## config.mk

```make
export PLATFORM = sky130hd
export DESIGN_NAME = ifid_skid_buffer
export DESIGN_NICKNAME = d
export VERILOG_FILES = /design/src/rtl/ifid_skid_buffer_pkg.sv /design/src/rtl/ifid_data_reg.sv /design/src/rtl/ifid_skid_buffer.sv
export SDC_FILE = /design/constraint.sdc
export NUM_CORES = 1
export LEC_CHECK = 0
export BUFFER_PORTS_ARGS = -buffer_cell sky130_fd_sc_hd__buf_2
export CAP_MARGIN = 20
export CORE_MARGIN = 8
export CORE_UTILIZATION = 35
export CTS_BUF_LIST = sky130_fd_sc_hd__clkbuf_16
export CTS_CLUSTER_DIAMETER = 200
export CTS_CLUSTER_SIZE = 8
export DETAILED_ROUTE_END_ITERATION = 6
export GPL_TIMING_DRIVEN = 0
export PLACE_DENSITY = 0.65
export SETUP_SLACK_MARGIN = 0.2
export SYNTH_ARGS = -nofsm -noshare
export SYNTH_HDL_FRONTEND = slang
export SYNTH_SLANG_ARGS = --single-unit
export TNS_END_PERCENT = 50
```

## constraint.sdc

```tcl
create_clock -name i_clk -period 2 [get_ports i_clk]
set_input_delay 0.3 -clock i_clk [delete_from_list [all_inputs] [get_ports i_clk]]
set_output_delay 0.3 -clock i_clk [all_outputs]
set_load 0.005 [all_outputs]
```

## src/rtl/ifid_skid_buffer_pkg.sv

```systemverilog
// Shared types and constants for the IF/ID skid buffer.
package ifid_skid_buffer_pkg;

    typedef enum logic [1:0] {
        StEmpty = 2'b00,
        StBusy  = 2'b01,
        StFull  = 2'b10
    } ifid_state_e;

    localparam logic [31:0] NOP            = 32'h0000_0000;
    localparam int unsigned DEFAULT_DATA_W = 32;
    localparam int unsigned DEFAULT_ADDR_W = 32;

endpackage

```

## src/rtl/ifid_data_reg.sv

```systemverilog
// Enable register with async active-low reset and synchronous clear to NOP.
module ifid_data_reg
    import ifid_skid_buffer_pkg::*;
#(
    parameter int unsigned W = 64
) (
    input  logic         i_clk,
    input  logic         i_rst_n,
    input  logic         i_clr,
    input  logic         i_en,
    input  logic [W-1:0] i_d,
    output logic [W-1:0] o_q
);

    logic [W-1:0] r_q;

    // Clear wins over load so a flush always leaves NOPs behind.
    always_ff @(posedge i_clk or negedge i_rst_n) begin
        if (!i_rst_n) begin
            r_q <= W'(NOP);
        end else if (i_clr) begin
            r_q <= W'(NOP);
        end else if (i_en) begin
            r_q <= i_d;
        end
    end

    assign o_q = r_q;

endmodule

```

## src/rtl/ifid_skid_buffer.sv

```systemverilog
// Two-entry elastic IF/ID register with flush.
// Optional back-pressure counter enabled by defining IFID_STALL_CNT_EN.
module ifid_skid_buffer
    import ifid_skid_buffer_pkg::*;
#(
    parameter int unsigned DATA_W = DEFAULT_DATA_W,
    parameter int unsigned ADDR_W = DEFAULT_ADDR_W
) (
    input  logic              i_clk,
    input  logic              i_rst_n,
    input  logic              i_in_valid,
    output logic              o_in_ready,
    input  logic [DATA_W-1:0] i_in_instruction,
    input  logic [ADDR_W-1:0] i_in_pc,
    input  logic              i_flush,
    output logic              o_out_valid,
    input  logic              i_out_ready,
    output logic [DATA_W-1:0] o_out_instruction,
    output logic [ADDR_W-1:0] o_out_pc,
    output logic [31:0]       o_stall_count
);

    localparam int unsigned ENTRY_W = DATA_W + ADDR_W;

    ifid_state_e        r_state;
    ifid_state_e        w_state_d;
    logic               r_in_ready;
    logic               w_in_fire;
    logic               w_out_fire;
    logic               w_main_en;
    logic               w_skid_en;
    logic               w_main_sel_skid;
    logic [ENTRY_W-1:0] w_in_entry;
    logic [ENTRY_W-1:0] w_main_d;
    logic [ENTRY_W-1:0] w_main_q;
    logic [ENTRY_W-1:0] w_skid_q;

    assign w_in_entry  = {i_in_pc, i_in_instruction};
    assign o_out_valid = (r_state != StEmpty);
    assign o_in_ready  = r_in_ready;
    assign w_in_fire   = i_in_valid & r_in_ready;
    assign w_out_fire  = o_out_valid & i_out_ready;
    assign w_main_d    = w_main_sel_skid ? w_skid_q : w_in_entry;

    always_comb begin
        w_state_d       = r_state;
        w_main_en       = 1'b0;
        w_skid_en       = 1'b0;
        w_main_sel_skid = 1'b0;
        unique case (r_state)
            StEmpty: begin
                if (w_in_fire) begin
                    w_main_en = 1'b1;
                    w_state_d = StBusy;
                end
            end
            StBusy: begin
                if (w_in_fire && w_out_fire) begin
                    w_main_en = 1'b1;
                end else if (w_in_fire) begin
                    w_skid_en = 1'b1;
                    w_state_d = StFull;
                end else if (w_out_fire) begin
                    w_state_d = StEmpty;
                end
            end
            StFull: begin
                if (w_out_fire) begin
                    w_main_en       = 1'b1;
                    w_main_sel_skid = 1'b1;
                    w_state_d       = StBusy;
                end
            end
            default: w_state_d = StEmpty;
        endcase
        // Data registers see the flush through their clear input.
        if (i_flush) begin
            w_state_d = StEmpty;
        end
    end

    always_ff @(posedge i_clk or negedge i_rst_n) begin
        if (!i_rst_n) begin
            r_state    <= StEmpty;
            r_in_ready <= 1'b1;
        end else begin
            r_state    <= w_state_d;
            r_in_ready <= (w_state_d != StFull);
        end
    end

    ifid_data_reg #(
        .W (ENTRY_W)
    ) u_main (
        .i_clk   (i_clk),
        .i_rst_n (i_rst_n),
        .i_clr   (i_flush),
        .i_en    (w_main_en),
        .i_d     (w_main_d),
        .o_q     (w_main_q)
    );

    ifid_data_reg #(
        .W (ENTRY_W)
    ) u_skid (
        .i_clk   (i_clk),
        .i_rst_n (i_rst_n),
        .i_clr   (i_flush),
        .i_en    (w_skid_en),
        .i_d     (w_in_entry),
        .o_q     (w_skid_q)
    );

    assign o_out_pc          = w_main_q[ENTRY_W-1:DATA_W];
    assign o_out_instruction = w_main_q[DATA_W-1:0];

`ifdef IFID_STALL_CNT_EN
    logic [31:0] r_stall_cnt;

    always_ff @(posedge i_clk or negedge i_rst_n) begin
        if (!i_rst_n) begin
            r_stall_cnt <= '0;
        end else if (o_out_valid && !i_out_ready && !i_flush && (r_stall_cnt != '1)) begin
            r_stall_cnt <= r_stall_cnt + 32'd1;
        end
    end

    assign o_stall_count = r_stall_cnt;
`else
    assign o_stall_count = '0;
`endif

endmodule

```

Yosys cells after proc, flatten, opt, wreduce, memory -nomap -nowiden
Index checks and enable logic that the tools add are counted.
{"block": "totals", "word_cells": 33, "out_inout_bits": 98, "in_bits": 69, "reg_bits": 131}
{"block": "classes", "eq_ne": 3, "n_reduce_logical": 5, "n_mux": 19, "bitwise_logic": 2}
{"operator": "64-bit two-way mux", "n": 5}
{"operator": "2-bit two-way mux", "n": 6}
{"operator": "1-bit two-way mux", "n": 6}
{"operator": "2-bit case mux with 3 select lines", "n": 1}
{"operator": "2-bit nonzero test", "n": 3}
{"operator": "1-bit case mux with 3 select lines", "n": 1}
{"operator": "1-bit bitwise AND", "n": 2}
{"operator": "2-bit by 1-bit equality test with 1-bit output (second input constant)", "n": 1}
{"operator": "2-bit equality test (second input constant)", "n": 1}
{"operator": "2-bit logical NOT", "n": 1}
{"operator": "2-bit inequality test (second input constant)", "n": 1}
{"operator": "1-bit logical AND", "n": 1}

Logic depth before layout (Yosys ltp)
Gate-level depths: netlist (run 1).
{"block": "logic_depth", "depth_word": 8, "depth_mapped": 6, "mapped_depth_nobuf": 4}

Cells and area by module
From an unflattened synthesis (run 1), not the netlist that was laid out.
{"block": "hier_totals", "cells_unflattened": 534, "area_unflattened_um2": 6577.6}
{"mod": "ifid_data_reg", "instances": 2, "seq_area_each_um2": 1601.5, "cells_per_inst": 206, "area_each_um2": 2611.3}
{"mod": "ifid_skid_buffer", "instances": 1, "seq_area_each_um2": 76.3, "cells_per_inst": 122, "area_each_um2": 1355.0}

Least setup slack after synthesis (run 1)
OpenSTA, ideal clock, no wires.
{"block": "synth_timing", "path_type": "reg-to-reg", "startpoint": "register r_in_ready (netlist: o_in_ready)", "endpoint": "register u_skid.r_q[0] (netlist: u_skid.o_q[0])", "path_buffers": 1, "synth_period_minus_slack_ps": 1408, "setup_ps": 121, "arrival_time_ps": 1287, "path_slack_ps": 592, "path_stages_with_launch": 6, "required_time_ps": 1879, "path_cell_list": "dfstp_2 > nand2_1 > nor2_1 > a21oi_2 > buf_2 > a22o_1"}
{"block": "synth_between", "elab_chain_cells": 5, "word_cells_on_any_way": 6, "cone_classes": "mux (3); bitwise (1); reduce/logical (2)"}
{"item": "start, declared", "line": "ifid_skid_buffer.sv:27", "rtl": "logic r_in_ready;"}
{"item": "start signal, assigned", "line": "ifid_skid_buffer.sv:88", "rtl": "r_in_ready <= (w_state_d != StFull);"}
{"item": "1-bit bitwise AND *", "line": "ifid_skid_buffer.sv:41", "rtl": "assign w_in_fire = i_in_valid & r_in_ready;"}
{"item": "1-bit two-way mux / 1-bit logical AND (equally long branches)", "line": "ifid_skid_buffer.sv:60, ifid_skid_buffer.sv:58"}
{"item": "1-bit two-way mux *", "line": "ifid_skid_buffer.sv:58", "rtl": "if (w_in_fire && w_out_fire) begin"}
{"item": "1-bit two-way mux *", "line": "ifid_skid_buffer.sv:50", "rtl": "unique case (r_state)"}
{"item": "2-bit nonzero test (no source line) *"}
{"item": "end signal, assigned", "line": "ifid_data_reg.sv:20", "rtl": "r_q <= W'(NOP);"}
{"item": "end signal, assigned", "line": "ifid_data_reg.sv:22", "rtl": "r_q <= W'(NOP);"}
{"item": "end signal, assigned", "line": "ifid_data_reg.sv:24", "rtl": "r_q <= i_d;"}
{"item": "end, declared", "line": "ifid_data_reg.sv:15", "rtl": "logic [W-1:0] r_q;"}
Mark *: on every way between the ends. The rest lies on a longest branch, timed or not.
A chain may end at the register's enable or synchronous reset.

Final worst setup path (run 1)
{"block": "layout_timing", "startpoint": "register r_in_ready (netlist: o_in_ready)", "endpoint": "register u_skid.r_q[18] (netlist: u_skid.o_q[18])"}
Same word-level chain as after synthesis.

==> flow_summary.rst, run 1 <==
.. list-table::
   :header-rows: 1

   * - Metric
     - Value
   * - Status
     - finished, final reports clean
   * - Final wirelength
     - 15.1 mm
   * - Highest cell delay on the worst timing path
     - 0.56 ns
   * - Sequence of cells on the critical path
     - nand2_1, nor2_1, a21oi_4, buf_2, a22o_1
   * - Buffers and inverters on the worst path
     - 1
   * - Maximum level of the CTS H-tree
     - 4
   * - Most used standard cell by instance count after synthesis
     - sky130_fd_sc_hd__dfrtp_1
   * - Portion of total power attributed to the clock network
     - 46.2%
   * - RSZ-0062 raised after global routing
     - no
   * - Sum of internal, switching and leakage power
     - 6.61 mW
   * - Post-Synthesis Cells
     - 407
   * - Final critical-path share of the clock period
     - 85.4%
   * - Final setup TNS
     - 0 ns
   * - Final layout net count
     - 661
   * - Detailed router's first-iteration violation count
     - 174
   * - Clock skew
     - 0.0125 ns
   * - # diodes
     - 0
   * - Kind of cell with the highest combined delay on the critical path
     - flip-flops
   * - Setup-violating endpoint count in the final report
     - 0
   * - Share of power burned in combinational logic
     - 10.5%
   * - Effective utilization at floorplan
     - 35.3%
   * - Sinks on Clock Net
     - 131
   * - Largest net degree at the start of global routing
     - 73
   * - Largest fanout of any net on the critical path
     - 10
   * - Pwr Density
     - 886 nW/um2
   * - Port Buffer Count
     - 133
   * - Detailed-placement wirelength estimate
     - 10.7 mm
   * - Placeable core region
     - 16300 um2
   * - Final hold violations
     - 0
   * - Register share of total power
     - 43.3%
   * - Vias in the first global route
     - 4396
   * - Die extent in y
     - 144 um
   * - Setup Crit Path Kind
     - flip-flop to flip-flop
   * - Detailed-routing iteration count for the pre-antenna-repair pass
     - 4
   * - IO Count
     - 167
   * - Transition at the pin with the smallest max-transition slack
     - 0.569 ns
   * - Global-route wire length before repair
     - 24.0 mm
   * - DRC violations left
     - 0
   * - Net load switching power
     - 1.59 mW
   * - Area contributors post-synth
     - sky130_fd_sc_hd__dfrtp_1, sky130_fd_sc_hd__mux2i_1, sky130_fd_sc_hd__a22o_1
   * - Die X-Extent
     - 144 um
   * - Most common library cells after synthesis
     - sky130_fd_sc_hd__dfrtp_1, sky130_fd_sc_hd__mux2i_1, sky130_fd_sc_hd__a22o_1, sky130_fd_sc_hd__o2bb2ai_1, sky130_fd_sc_hd__buf_4
   * - Achievable Freq
     - 0.585 GHz
   * - Number of flops mapped to enable cells by yosys
     - 0
   * - Global placer's final weighted congestion
     - 0.758
   * - Overall overflow remaining after global route
     - 0
   * - Routed length per instance
     - 18.3 um
   * - Area growth from synthesis to layout
     - 29.1%
   * - Leakage power total
     - 4.17 nW
   * - Internal power
     - 5.02 mW
   * - Worst Path Arrival
     - 2.01 ns
   * - Highest ir drop seen on vdd
     - 0.550 mV
   * - Clock insertion delay at the later pin of the skew report
     - 0.42 ns
   * - Prevailing post-synth register cell
     - sky130_fd_sc_hd__dfrtp_1
   * - Max-slew violation count
     - 0
   * - Worst Setup End Kind
     - flip-flop
   * - Via density per instance
     - 4.90
   * - Buffer depth of the longest clock path
     - 2
   * - Switching Share
     - 24.0%
   * - Critical path required time
     - 2.30 ns
   * - Number of antenna violations at the first check in global routing
     - 1
   * - Fraction of registers with async set or reset after synthesis
     - 100%
   * - TritonCTS clock tree
     - yes
   * - Inserted Clock Buffers
     - 17
   * - Sequential element share of the synthesized area
     - 56.8%
   * - Post-synth top area cell
     - sky130_fd_sc_hd__dfrtp_1
   * - Floorplan die area
     - 20900 um2
   * - Post-synthesis instance area
     - 5780 um2
   * - Minimum clock period after layout
     - 1.71 ns
   * - Area share of the largest cell type after synthesis
     - 56.3%
   * - Post-detailed-route count of antenna-violating nets
     - 0
   * - Cell with the largest stage delay on the worst path
     - sky130_fd_sc_hd__dfstp_2
   * - Max-cap check violation count
     - 0
   * - Mean instance size in the synthesized netlist
     - 14.2 um2
   * - Row count
     - 47
   * - Type of the tightest min-delay check
     - primary input to flip-flop
   * - Hold path depth
     - 2
   * - Count of cell instances traversed by the critical path
     - 5
   * - Layout cells sized above 1
     - 40.4%
   * - Max-Slew Margin vs Limit
     - 62.1%
   * - Seq cells post-synth
     - 131
   * - Unique cell type count in the Yosys netlist
     - 25
   * - Type of origin of the critical path
     - flip-flop
   * - Root Buffer
     - sky130_fd_sc_hd__clkbuf_16
   * - Total global routing track utilization
     - 14.8%
   * - Clock transition at path regs
     - 0.06 ns
   * - Number of synthesis warnings
     - 0
   * - Worst-case reg-to-reg path depth
     - 5
   * - Via count
     - 4037
==> worst reg2reg max path: cells and delay by family (launching register included) <==
family | cells | cell delay (ns)
AOI/OAI and AO/OA | 2 | 0.45
DFF | 1 | 0.56
and+or+nand+nor | 2 | 0.36
buffers and inverters | 1 | 0.24
==> through the flow <==
step | setup WS (ns) | util (%) | area [um2] | std cells | hold WS, ns
final | 0.292 | 45.6 | 7460 | 824 | 0.118
after floorplan | 0.592 | - | 5890 | 438 | 0.00441
after detailed placement | 0.191 | 42.0 | 6870 | 792 | 0.313
after global routing | 0.206 | 45.6 | 7460 | 824 | 0.112
after CTS | 0.211 | 45.6 | 7450 | 824 | 0.0949
after global placement | -1.05 | 41.8 | 6830 | 791 | 0.467
==> kinds of logic after synthesis <==
group / synth area share [%]
AOI/OAI and AO/OA: 20.9
xor gates and xnor gates: 0.152
buffers and inverters: 9.08
DFF: 56.8
muxes: 11.3
other: 0.0649
and+or+nand+nor: 1.73
==> layout make-up <==
type	count	area [um2]
Fill cell	1545	8890
Sequential cell	131	3280
Multi-Input combinational cell	241	2100
Timing Repair Buffer	135	709
Buffer	66	524
Clock buffer	17	425
Tap cell	220	275
Clock inverter	14	146
==> placed cells by master (no fill, tap or decap), drive strengths merged, types with 2 or more instances in the layout <==
master	instances
clkinv	7
buf	200
nor2	3
mux2i	65
o2bb2ai	64
dfrtp	130
bufinv	3
a22o	64
nand3b	2
conb	32
clkbuf	17
clkinvlp	3
==> layer usage <==
metal  part of all wire, %  GRT usage, %
met1                    45          19.0
met2                    48          23.2
met3                   6.5          4.85
met4                   1.0          4.93
met5                 0.086             0
==> final timing paths <==
| check | slack [ns] | end | startpoint |
|---|---|---|---|
| min in group asynchronous | 0.42 | u_main.o_q[48]$_DFFE_PN0P_ | i_rst_n |
| max in group asynchronous | 0.78 | o_in_ready$_DFF_PN1_ | i_rst_n |
| max reg2reg | 0.29 | u_skid.o_q[18]$_DFFE_PN0P_ | o_in_ready$_DFF_PN1_ |
| min reg2reg | 0.48 | u_main.o_q[38]$_DFFE_PN0P_ | u_main.o_q[38]$_DFFE_PN0P_ |
| max | 0.29 | u_skid.o_q[18]$_DFFE_PN0P_ | o_in_ready$_DFF_PN1_ |
| min | 0.12 | u_skid.o_q[59]$_DFFE_PN0P_ | i_in_pc[27] |
==> repair_timing <==
item / CTS / global route
setup endpoints to repair: 0 / 48
buffers inserted: 0 / 0
hold buffers: 1 / 0
endpoints found under the hold margin: 59 / 0
gates resized for setup: 0 / 1
==> sequential cells by signal (all words and copies together), names as in the netlist <==
signal and cells:
u_main.o_q 64, r_state 2, u_skid.o_q 64, o_in_ready 1
==> power by group through the flow <==
stage / Sequential [mW] / Combinational, mW / Clock [mW]
2_1_floorplan: 2.90 / 0.348 / 0
3_3_place_gp: 2.90 / 0.673 / 0
3_5_place_dp: 2.90 / 0.701 / 0
4_1_cts: 2.86 / 0.704 / 3.12
5_1_grt: 2.88 / 0.772 / 3.23
6_report: 2.86 / 0.694 / 3.05
No activity file was read; power rests on OpenSTA's default activity.
==> run 2: changes to the inputs <==
--- a/config.mk
+++ b/config.mk
@@ -5,6 +5,7 @@
 export SDC_FILE = /design/constraint.sdc
 export NUM_CORES = 1
 export LEC_CHECK = 0
+export ABC_AREA = 1
 export BUFFER_PORTS_ARGS = -buffer_cell sky130_fd_sc_hd__buf_2
 export CAP_MARGIN = 20
 export CORE_MARGIN = 8
@@ -14,7 +15,7 @@
 export CTS_CLUSTER_SIZE = 8
 export DETAILED_ROUTE_END_ITERATION = 6
 export GPL_TIMING_DRIVEN = 0
-export PLACE_DENSITY = 0.65
+export PLACE_DENSITY = 0.64
 export SETUP_SLACK_MARGIN = 0.2
 export SYNTH_ARGS = -nofsm -noshare
 export SYNTH_HDL_FRONTEND = slang
==> flow_summary.rst, run 2 <==
.. list-table::
   :header-rows: 1

   * - Metric
     - Value
   * - Area share of the largest cell type after synthesis
     - 50.5% (-5.9 points)
   * - Most common cell after layout, fill and taps aside
     - sky130_fd_sc_hd__nand2_1
   * - Detailed-placement wirelength estimate
     - 13.4 mm (+25%)
   * - Final layout net count
     - 1080 (+63%)
   * - M1 wire length
     - 8.29 mm (+23%)
   * - RSZ-0062 raised after global routing
     - yes
   * - Commonest cells after routing, fill and taps aside
     - sky130_fd_sc_hd__nand2_1, sky130_fd_sc_hd__buf_2, sky130_fd_sc_hd__dfrtp_1
   * - Placed Area
     - 7550 um2 (+10%)
   * - Type of origin of the critical path
     - flip-flop
   * - IO Count
     - 167 (unchanged)
   * - Type of the tightest min-delay check
     - primary input to flip-flop
   * - Final setup TNS
     - 0 ns (unchanged)
   * - Pwr Density
     - 840 nW/um2 (-5.2%)
   * - Post-synthesis share of cell area spent on and, or, nand and nor gates
     - 31.3% (+30 points)
   * - Final wirelength
     - 18.9 mm (+25%)
   * - Status
     - finished, final reports clean
   * - Largest family of logic cells by synthesized area
     - simple AND/OR/NAND/NOR gates
   * - Area contributors post-synth
     - sky130_fd_sc_hd__dfrtp_1, sky130_fd_sc_hd__nand2_1, sky130_fd_sc_hd__nand4_1
   * - Capturing point of the worst reg2reg path
     - u_main.o_q[37]$_DFFE_PN0P_
   * - Total global routing track utilization
     - 16.8% (+1.9 points)
   * - Most common library cells after synthesis
     - sky130_fd_sc_hd__nand2_1, sky130_fd_sc_hd__dfrtp_1, sky130_fd_sc_hd__inv_1, sky130_fd_sc_hd__nand3_1, sky130_fd_sc_hd__nand4_1
   * - Number of flops mapped to enable cells by yosys
     - 0 (unchanged)
   * - Overall overflow remaining after global route
     - 0 (unchanged)
   * - Final critical-path share of the clock period
     - 87.2% (+1.8 points)
   * - Effective utilization at floorplan
     - 35.8% (+0.44 points)
   * - Highest ir drop seen on vdd
     - 0.597 mV (+8.5%)
   * - Clock skew
     - 0.00695 ns (-0.00553 ns)
   * - Terminating pin of the worst hold path
     - r_state[0]$_DFF_PN0_
   * - Mean instance size in the synthesized netlist
     - 7.82 um2 (-45%)
   * - Transition at the pin with the smallest max-transition slack
     - 0.590 ns (+0.0211 ns)
   * - Maximum level of the CTS H-tree
     - 4 (unchanged)
   * - Inserted Clock Buffers
     - 17 (unchanged)
   * - Sequential element share of the synthesized area
     - 50.9% (-5.9 points)
   * - Placeable core region
     - 18000 um2 (+10%)
   * - Worst Path Arrival
     - 1.44 ns (-0.57 ns)
   * - Die X-Extent
     - 152 um (+5.0%)
   * - Setup Crit Path Kind
     - flip-flop to primary output
   * - Met2 routed wirelength
     - 8.85 mm (+24%)
   * - Post-detailed-route count of antenna-violating nets
     - 0 (unchanged)
   * - Compound-cell area share of the yosys netlist
     - 5.12% (-16 points)
   * - Prevailing post-synth register cell
     - sky130_fd_sc_hd__dfrtp_1
   * - Sum of internal, switching and leakage power
     - 6.91 mW (+4.6%)
   * - Max-Slew Margin vs Limit
     - 60.7% (-1.4 points)
   * - Final hold violations
     - 0 (unchanged)
   * - Number of synthesis warnings
     - 0 (unchanged)
   * - Multiplexer area fraction after synthesis
     - 0% (-11 points)
   * - Seq cells post-synth
     - 131 (unchanged)
   * - Largest net degree at the start of global routing
     - 71 (-2.7%)
   * - DRC violations left
     - 0 (unchanged)
   * - Max layer used
     - met5
   * - Area growth from synthesis to layout
     - 27.6%
   * - Number of antenna violations at the first check in global routing
     - 6 (+5)
   * - Area of all placed cells without fillers
     - 8230 um2 (+10%)
   * - Layout cells sized above 1
     - 25.2% (-15 points)
   * - Worst-case reg-to-reg path depth
     - 7 (+2)
   * - Register-to-register setup slack
     - 0.32 ns (+0.03 ns)
   * - Minimum clock period after layout
     - 1.74 ns (+0.0354 ns)
   * - Sinks on Clock Net
     - 131 (unchanged)
   * - Setup-violating endpoint count in the final report
     - 0 (unchanged)
   * - Clock insertion delay at the later pin of the skew report
     - 0.42 ns (about the same)
   * - Via count
     - 5791 (+43%)
   * - Post-Synthesis Cells
     - 824 (+100%)
   * - Reg-to-reg critical path startpoint
     - o_in_ready$_DFF_PN1_
   * - Row count
     - 49 (+4.3%)
   * - Startpoint of the worst hold path
     - i_flush
   * - Unique cell type count in the Yosys netlist
     - 21 (-16%)
   * - Post-synth top area cell
     - sky130_fd_sc_hd__dfrtp_1
   * - Most used standard cell by instance count after synthesis
     - sky130_fd_sc_hd__nand2_1
   * - Buffer depth of the longest clock path
     - 2 (unchanged)
   * - Die extent in y
     - 152 um (+5.0%)
   * - Post-Synth Adder-Cell Area
     - 0% (unchanged)
   * - Clock transition at path regs
     - 0.06 ns (about the same)
   * - Filler Cells Inserted
     - 1853 (+20%)
   * - Detailed router's first-iteration violation count
     - 346 (+99%)
   * - Fraction of registers with async set or reset after synthesis
     - 100% (unchanged)
   * - Routed length per instance
     - 15.1 um (-18%)
   * - Leakage power total
     - 4.79 nW (+15%)
   * - Via density per instance
     - 4.62 (-5.7%)
   * - Hold path depth
     - 2 (unchanged)
   * - Vias in the first global route
     - 5756 (+31%)
   * - Achievable Freq
     - 0.574 GHz (-2.0%)
   * - Global-route wire length before repair
     - 30.0 mm (+25%)
   * - Metal3 WL
     - 1.51 mm (+54%)
   * - Worst Setup End Kind
     - primary output
   * - Post-synthesis instance area
     - 6450 um2 (+12%)
   * - TritonCTS clock tree
     - yes
   * - Max-cap check violation count
     - 0 (unchanged)
   * - Max-slew violation count
     - 0 (unchanged)
   * - Largest fanout of any net on the critical path
     - 10 (unchanged)
   * - Global placer's final weighted congestion
     - 0.770 (+1.5%)
   * - Xor/xnor cell area share of the yosys netlist
     - 0% (-0.15 points)
   * - Critical path required time
     - 1.70 ns (-0.60 ns)
   * - Root Buffer
     - sky130_fd_sc_hd__clkbuf_16
   * - Port Buffer Count
     - 134 (+0.75%)
   * - Detailed-routing iteration count for the pre-antenna-repair pass
     - 5 (+1)
   * - Fin Hold WS
     - 0.0484 ns (-0.0698 ns)
   * - Utilization after layout
     - 45.7% (+0.048 points)
   * - Floorplan die area
     - 23000 um2 (+10%)
## run 2: changes by cell type after synthesis, moves of 10 or more
cell / change
sky130_fd_sc_hd__o2bb2ai_2: -10
sky130_fd_sc_hd__o2bb2ai_1: -54
sky130_fd_sc_hd__nand2_1: +326
sky130_fd_sc_hd__buf_2: +22
sky130_fd_sc_hd__clkbuf_1: +12
sky130_fd_sc_hd__mux2i_1: -65
sky130_fd_sc_hd__inv_1: +65
sky130_fd_sc_hd__buf_6: -11
sky130_fd_sc_hd__nand3_1: +65
sky130_fd_sc_hd__a22o_1: -64
sky130_fd_sc_hd__nand4_1: +65
sky130_fd_sc_hd__o21ai_1: +61
## run 2: what timing repair did
item | in CTS | in global routing
pin swaps | 0 | 1
hold buffers | 1 | 0
setup buffers | 0 | 1
hold endpoints to repair | 61 | 0
gates resized for setup | 2 | 14
setup endpoints to repair | 7 | 119
## run 2: area by class of cell
cell class,instances,area [um2],area share (%)
clock inverters,15,189,2.30
clock buffers,17,425,5.17
diodes,1,2.50,0.0304
inverters,70,263,3.19
plain buffers,91,568,6.90
repair buffers,137,734,8.93
multi-input cells,563,2480,30.2
flip-flops and latches,131,3280,39.9
well taps,229,287,3.48
## run 2: metal layers
layer | vias up | global-route usage, %
met5 | - | 0
li1 | 2964 | -
met2 | 180 | 27.5
met1 | 2613 | 20.8
met3 | 24 | 5.11
met4 | 10 | 5.14
## run 2: how the worst max path moves through the flow
stage	from	to	cells after the start
global placement	i_rst_n	u_main.o_q[36]$_DFFE_PN0P_	1
detailed placement	o_in_ready$_DFF_PN1_	u_main.o_q[59]$_DFFE_PN0P_	5
finish	r_state[0]$_DFF_PN0_	o_out_valid	4
CTS	o_in_ready$_DFF_PN1_	u_main.o_q[51]$_DFFE_PN0P_	5
global route	r_state[0]$_DFF_PN0_	o_out_valid	4
floorplan	o_in_ready$_DFF_PN1_	u_main.o_q[13]$_DFFE_PN0P_	7
## run 2: logic make-up after synthesis
kind of cell	Yosys count
simple gates	465
buf+inv	161
flops	131
compound gates	66
other cells	1
## run 2: worst max-delay path, stage by stage (launching register included)
cell	delay [ns]
sky130_fd_sc_hd__dfrtp_1	0.45
sky130_fd_sc_hd__inv_2	0.10
sky130_fd_sc_hd__clkbuf_2	0.22
sky130_fd_sc_hd__nand2_1	0.11
sky130_fd_sc_hd__buf_2	0.14
## run 2: stage by stage
stage,cells,setup slack (ns)
2_1_floorplan,855,0.603
3_3_place_gp,1218,-1.29
3_5_place_dp,1219,0.200
4_1_cts,1252,0.203
5_1_grt,1254,0.186
6_report,1254,0.256
## run 2: where the power goes
part | internal [mW] | switching (mW) | total [mW]
registers | 2.78 | 0.0672 | 2.84
logic | 0.301 | 0.502 | 0.803
clock network | 2.07 | 1.19 | 3.26
total | 5.15 | 1.76 | 6.91
==> run 3: changes to the inputs <==
--- a/config.mk
+++ b/config.mk
@@ -6,7 +6,6 @@
 export NUM_CORES = 1
 export LEC_CHECK = 0
 export ABC_AREA = 1
-export BUFFER_PORTS_ARGS = -buffer_cell sky130_fd_sc_hd__buf_2
 export CAP_MARGIN = 20
 export CORE_MARGIN = 8
 export CORE_UTILIZATION = 35
@@ -14,8 +13,9 @@
 export CTS_CLUSTER_DIAMETER = 200
 export CTS_CLUSTER_SIZE = 8
 export DETAILED_ROUTE_END_ITERATION = 6
+export DONT_BUFFER_PORTS = 1
 export GPL_TIMING_DRIVEN = 0
-export PLACE_DENSITY = 0.64
+export PLACE_DENSITY = 0.56
 export SETUP_SLACK_MARGIN = 0.2
 export SYNTH_ARGS = -nofsm -noshare
 export SYNTH_HDL_FRONTEND = slang
==> flow_summary.rst, run 3 (synthesized netlist as in run 2, its figures left out) <==
.. list-table::
   :header-rows: 1

   * - Metric
     - Value
   * - Transition at the pin with the smallest max-transition slack
     - 0.537 ns (-0.0528 ns)
   * - Setup-violating endpoint count in the final report
     - 0 (unchanged)
   * - Floorplan die area
     - 23000 um2 (unchanged)
   * - Global-route met3 utilization
     - 6.98% (+1.9 points)
   * - Final critical-path share of the clock period
     - 81.4% (-5.8 points)
   * - Commonest cells after routing, fill and taps aside
     - sky130_fd_sc_hd__nand2_1, sky130_fd_sc_hd__dfrtp_1, sky130_fd_sc_hd__inv_1
   * - Inserted Clock Buffers
     - 17 (unchanged)
   * - Detailed router's first-iteration violation count
     - 280 (-19%)
   * - Layout cells sized above 1
     - 12.1% (-13 points)
   * - Buffer depth of the longest clock path
     - 2 (unchanged)
   * - IO Count
     - 167 (unchanged)
   * - Global-route wire length before repair
     - 31.4 mm (+4.4%)
   * - Worst Path Arrival
     - 1.92 ns (+0.48 ns)
   * - Global placer's final weighted congestion
     - 0.739 (-4.0%)
   * - Status
     - finished, violations left
   * - Placeable core region
     - 18000 um2 (unchanged)
   * - Via density per instance
     - 4.73 (+2.4%)
   * - Max-Slew Margin vs Limit
     - 64.2% (+3.5 points)
   * - Root Buffer
     - sky130_fd_sc_hd__clkbuf_16
   * - Final setup TNS
     - 0 ns (unchanged)
   * - Net load switching power
     - 1.59 mW (-9.6%)
   * - Violations in the final reports
     - hold timing
   * - Clock skew
     - 0.00856 ns (+0.00161 ns)
   * - Final wirelength
     - 19.8 mm (+4.7%)
   * - Most common cell after layout, fill and taps aside
     - sky130_fd_sc_hd__nand2_1
   * - Largest net degree at the start of global routing
     - 132 (+86%)
   * - Register share of total power
     - 45.0% (+3.9 points)
   * - Routed length per instance
     - 16.7 um (+11%)
   * - Switching Share
     - 24.9% (-0.66 points)
   * - Final hold violations
     - 131 (+131)
   * - # diodes
     - 0 (-1)
   * - Maximum level of the CTS H-tree
     - 4 (unchanged)
   * - Type of origin of the critical path
     - flip-flop
   * - Highest ir drop seen on vdd
     - 0.615 mV (+3.1%)
   * - Effective utilization at floorplan
     - 35.8% (unchanged)
   * - Detailed-placement wirelength estimate
     - 12.9 mm (-3.2%)
   * - Clock insertion delay at the later pin of the skew report
     - 0.42 ns (about the same)
   * - Worst Setup End Kind
     - flip-flop
   * - Share of power burned in combinational logic
     - 10.1% (-1.5 points)
   * - DRC violations left
     - 0 (unchanged)
   * - Max-slew violation count
     - 0 (unchanged)
   * - Sinks on Clock Net
     - 131 (unchanged)
   * - Internal power
     - 4.82 mW (-6.3%)
   * - Die extent in y
     - 152 um (unchanged)
   * - Total of hold buffers inserted after clock tree synthesis
     - 65 (+64)
   * - Largest fanout of any net on the critical path
     - 10 (unchanged)
   * - Vias in the first global route
     - 5635 (-2.1%)
   * - Overall overflow remaining after global route
     - 0 (unchanged)
   * - Clock transition at path regs
     - 0.06 ns (about the same)
   * - TritonCTS clock tree
     - yes
   * - Minimum clock period after layout
     - 1.63 ns (-0.116 ns)
   * - Final layout net count
     - 1009 (-6.6%)
   * - Area growth from synthesis to layout
     - 25.3%
   * - Highest-utilization routing layer at the global route stage
     - met2
   * - Leakage power total
     - 4.43 nW (-7.5%)
   * - Via count
     - 5582 (-3.6%)
   * - Row count
     - 49 (unchanged)
   * - Die X-Extent
     - 152 um (unchanged)
   * - Setup Crit Path Kind
     - flip-flop to flip-flop
   * - Post-detailed-route count of antenna-violating nets
     - 0 (unchanged)
   * - Max-cap check violation count
     - 0 (unchanged)
   * - Met2 track utilization from global routing
     - 27.7% (+0.13 points)
   * - Detailed-routing iteration count for the pre-antenna-repair pass
     - 5 (unchanged)
   * - Achievable Freq
     - 0.614 GHz (+7.1%)
   * - Portion of total power attributed to the clock network
     - 44.9% (-2.3 points)
   * - Total global routing track utilization
     - 17.6% (+0.87 points)
   * - Fin Hold WS
     - -0.424 ns (-0.473 ns)
   * - Type of the tightest min-delay check
     - primary input to asynchronous set/reset pin
   * - Critical path required time
     - 2.29 ns (+0.59 ns)
   * - Port Buffer Count
     - 0 (-100%)
   * - M1 GR Usage
     - 22.3% (+1.5 points)
   * - RSZ-0062 raised after global routing
     - no
   * - Number of antenna violations at the first check in global routing
     - 0 (-6)
   * - Pwr Density
     - 794 nW/um2 (-5.4%)
## run 3: final cells by class
type	instances	area, um2
repair buffers	66	671
inverters	70	263
fillers	1830	9950
plain buffers	91	562
clock buffers	17	425
multi-input cells	563	2480
well taps	229	287
clock inverters	13	108
flip-flops and latches	131	3280
## run 3: timing repair
item,in CTS,in global routing
pin swaps,1,1
gates resized for setup,3,10
setup buffers,0,1
endpoints found under the setup margin,22,117
endpoints found under the hold margin,196,131
## run 3: path summary, 6_finish.rpt
check	startpoint	endpoint	slack, ns	cells past startpoint
max	r_state[1]$_DFF_PN0_	u_main.o_q[40]$_DFFE_PN0P_	0.37	6
min	i_rst_n	u_main.o_q[39]$_DFFE_PN0P_	-0.42	0
max reg2reg	r_state[1]$_DFF_PN0_	u_main.o_q[40]$_DFFE_PN0P_	0.37	6
min reg2reg	u_skid.o_q[14]$_DFFE_PN0P_	u_skid.o_q[14]$_DFFE_PN0P_	0.47	2
max in group asynchronous	i_rst_n	o_in_ready$_DFF_PN1_	2.19	0
min in group i_clk	i_out_ready	r_state[0]$_DFF_PN0_	0.10	3
## run 3: metrics by stage
| step | std cells | util [%] | instance area (um2) | power (mW) | setup WS (ns) |
|---|---|---|---|---|---|
| floorplan | 855 | - | 6560 | 3.30 | 0.603 |
| global placement | 1084 | 38.0 | 6850 | 3.45 | 0.204 |
| detailed placement | 1084 | 38.0 | 6850 | 3.46 | 0.185 |
| CTS | 1179 | 44.6 | 8040 | 6.49 | 0.199 |
| global route | 1180 | 44.8 | 8080 | 6.73 | 0.238 |
| finish | 1180 | 44.8 | 8080 | 6.42 | 0.372 |
## run 3: critical path, stage by stage (launching register included)
cell	delay (ns)
sky130_fd_sc_hd__dfrtp_1	0.44
sky130_fd_sc_hd__o21ai_1	0.29
sky130_fd_sc_hd__nand3_1	0.13
sky130_fd_sc_hd__clkbuf_4	0.22
sky130_fd_sc_hd__buf_2	0.23
sky130_fd_sc_hd__nand3_1	0.10
sky130_fd_sc_hd__o21ai_1	0.08
## run 3: power groups by stage
| stage | Combinational [mW] | Clock, mW | Sequential (mW) |
|---|---|---|---|
| finish | 0.647 | 2.88 | 2.89 |
| floorplan | 0.404 | 0 | 2.89 |
| global placement | 0.519 | 0 | 2.93 |
| CTS | 0.640 | 2.96 | 2.89 |
| detailed placement | 0.525 | 0 | 2.93 |
| global route | 0.730 | 3.09 | 2.91 |
## run 3: routing by layer
| layer | part of all wire, % | up-vias |
|---|---|---|
| met5 | 0 | - |
| met4 | 0.84 | 0 |
| met3 | 11 | 15 |
| met2 | 47 | 184 |
| met1 | 41 | 2571 |
| li1 | - | 2812 |
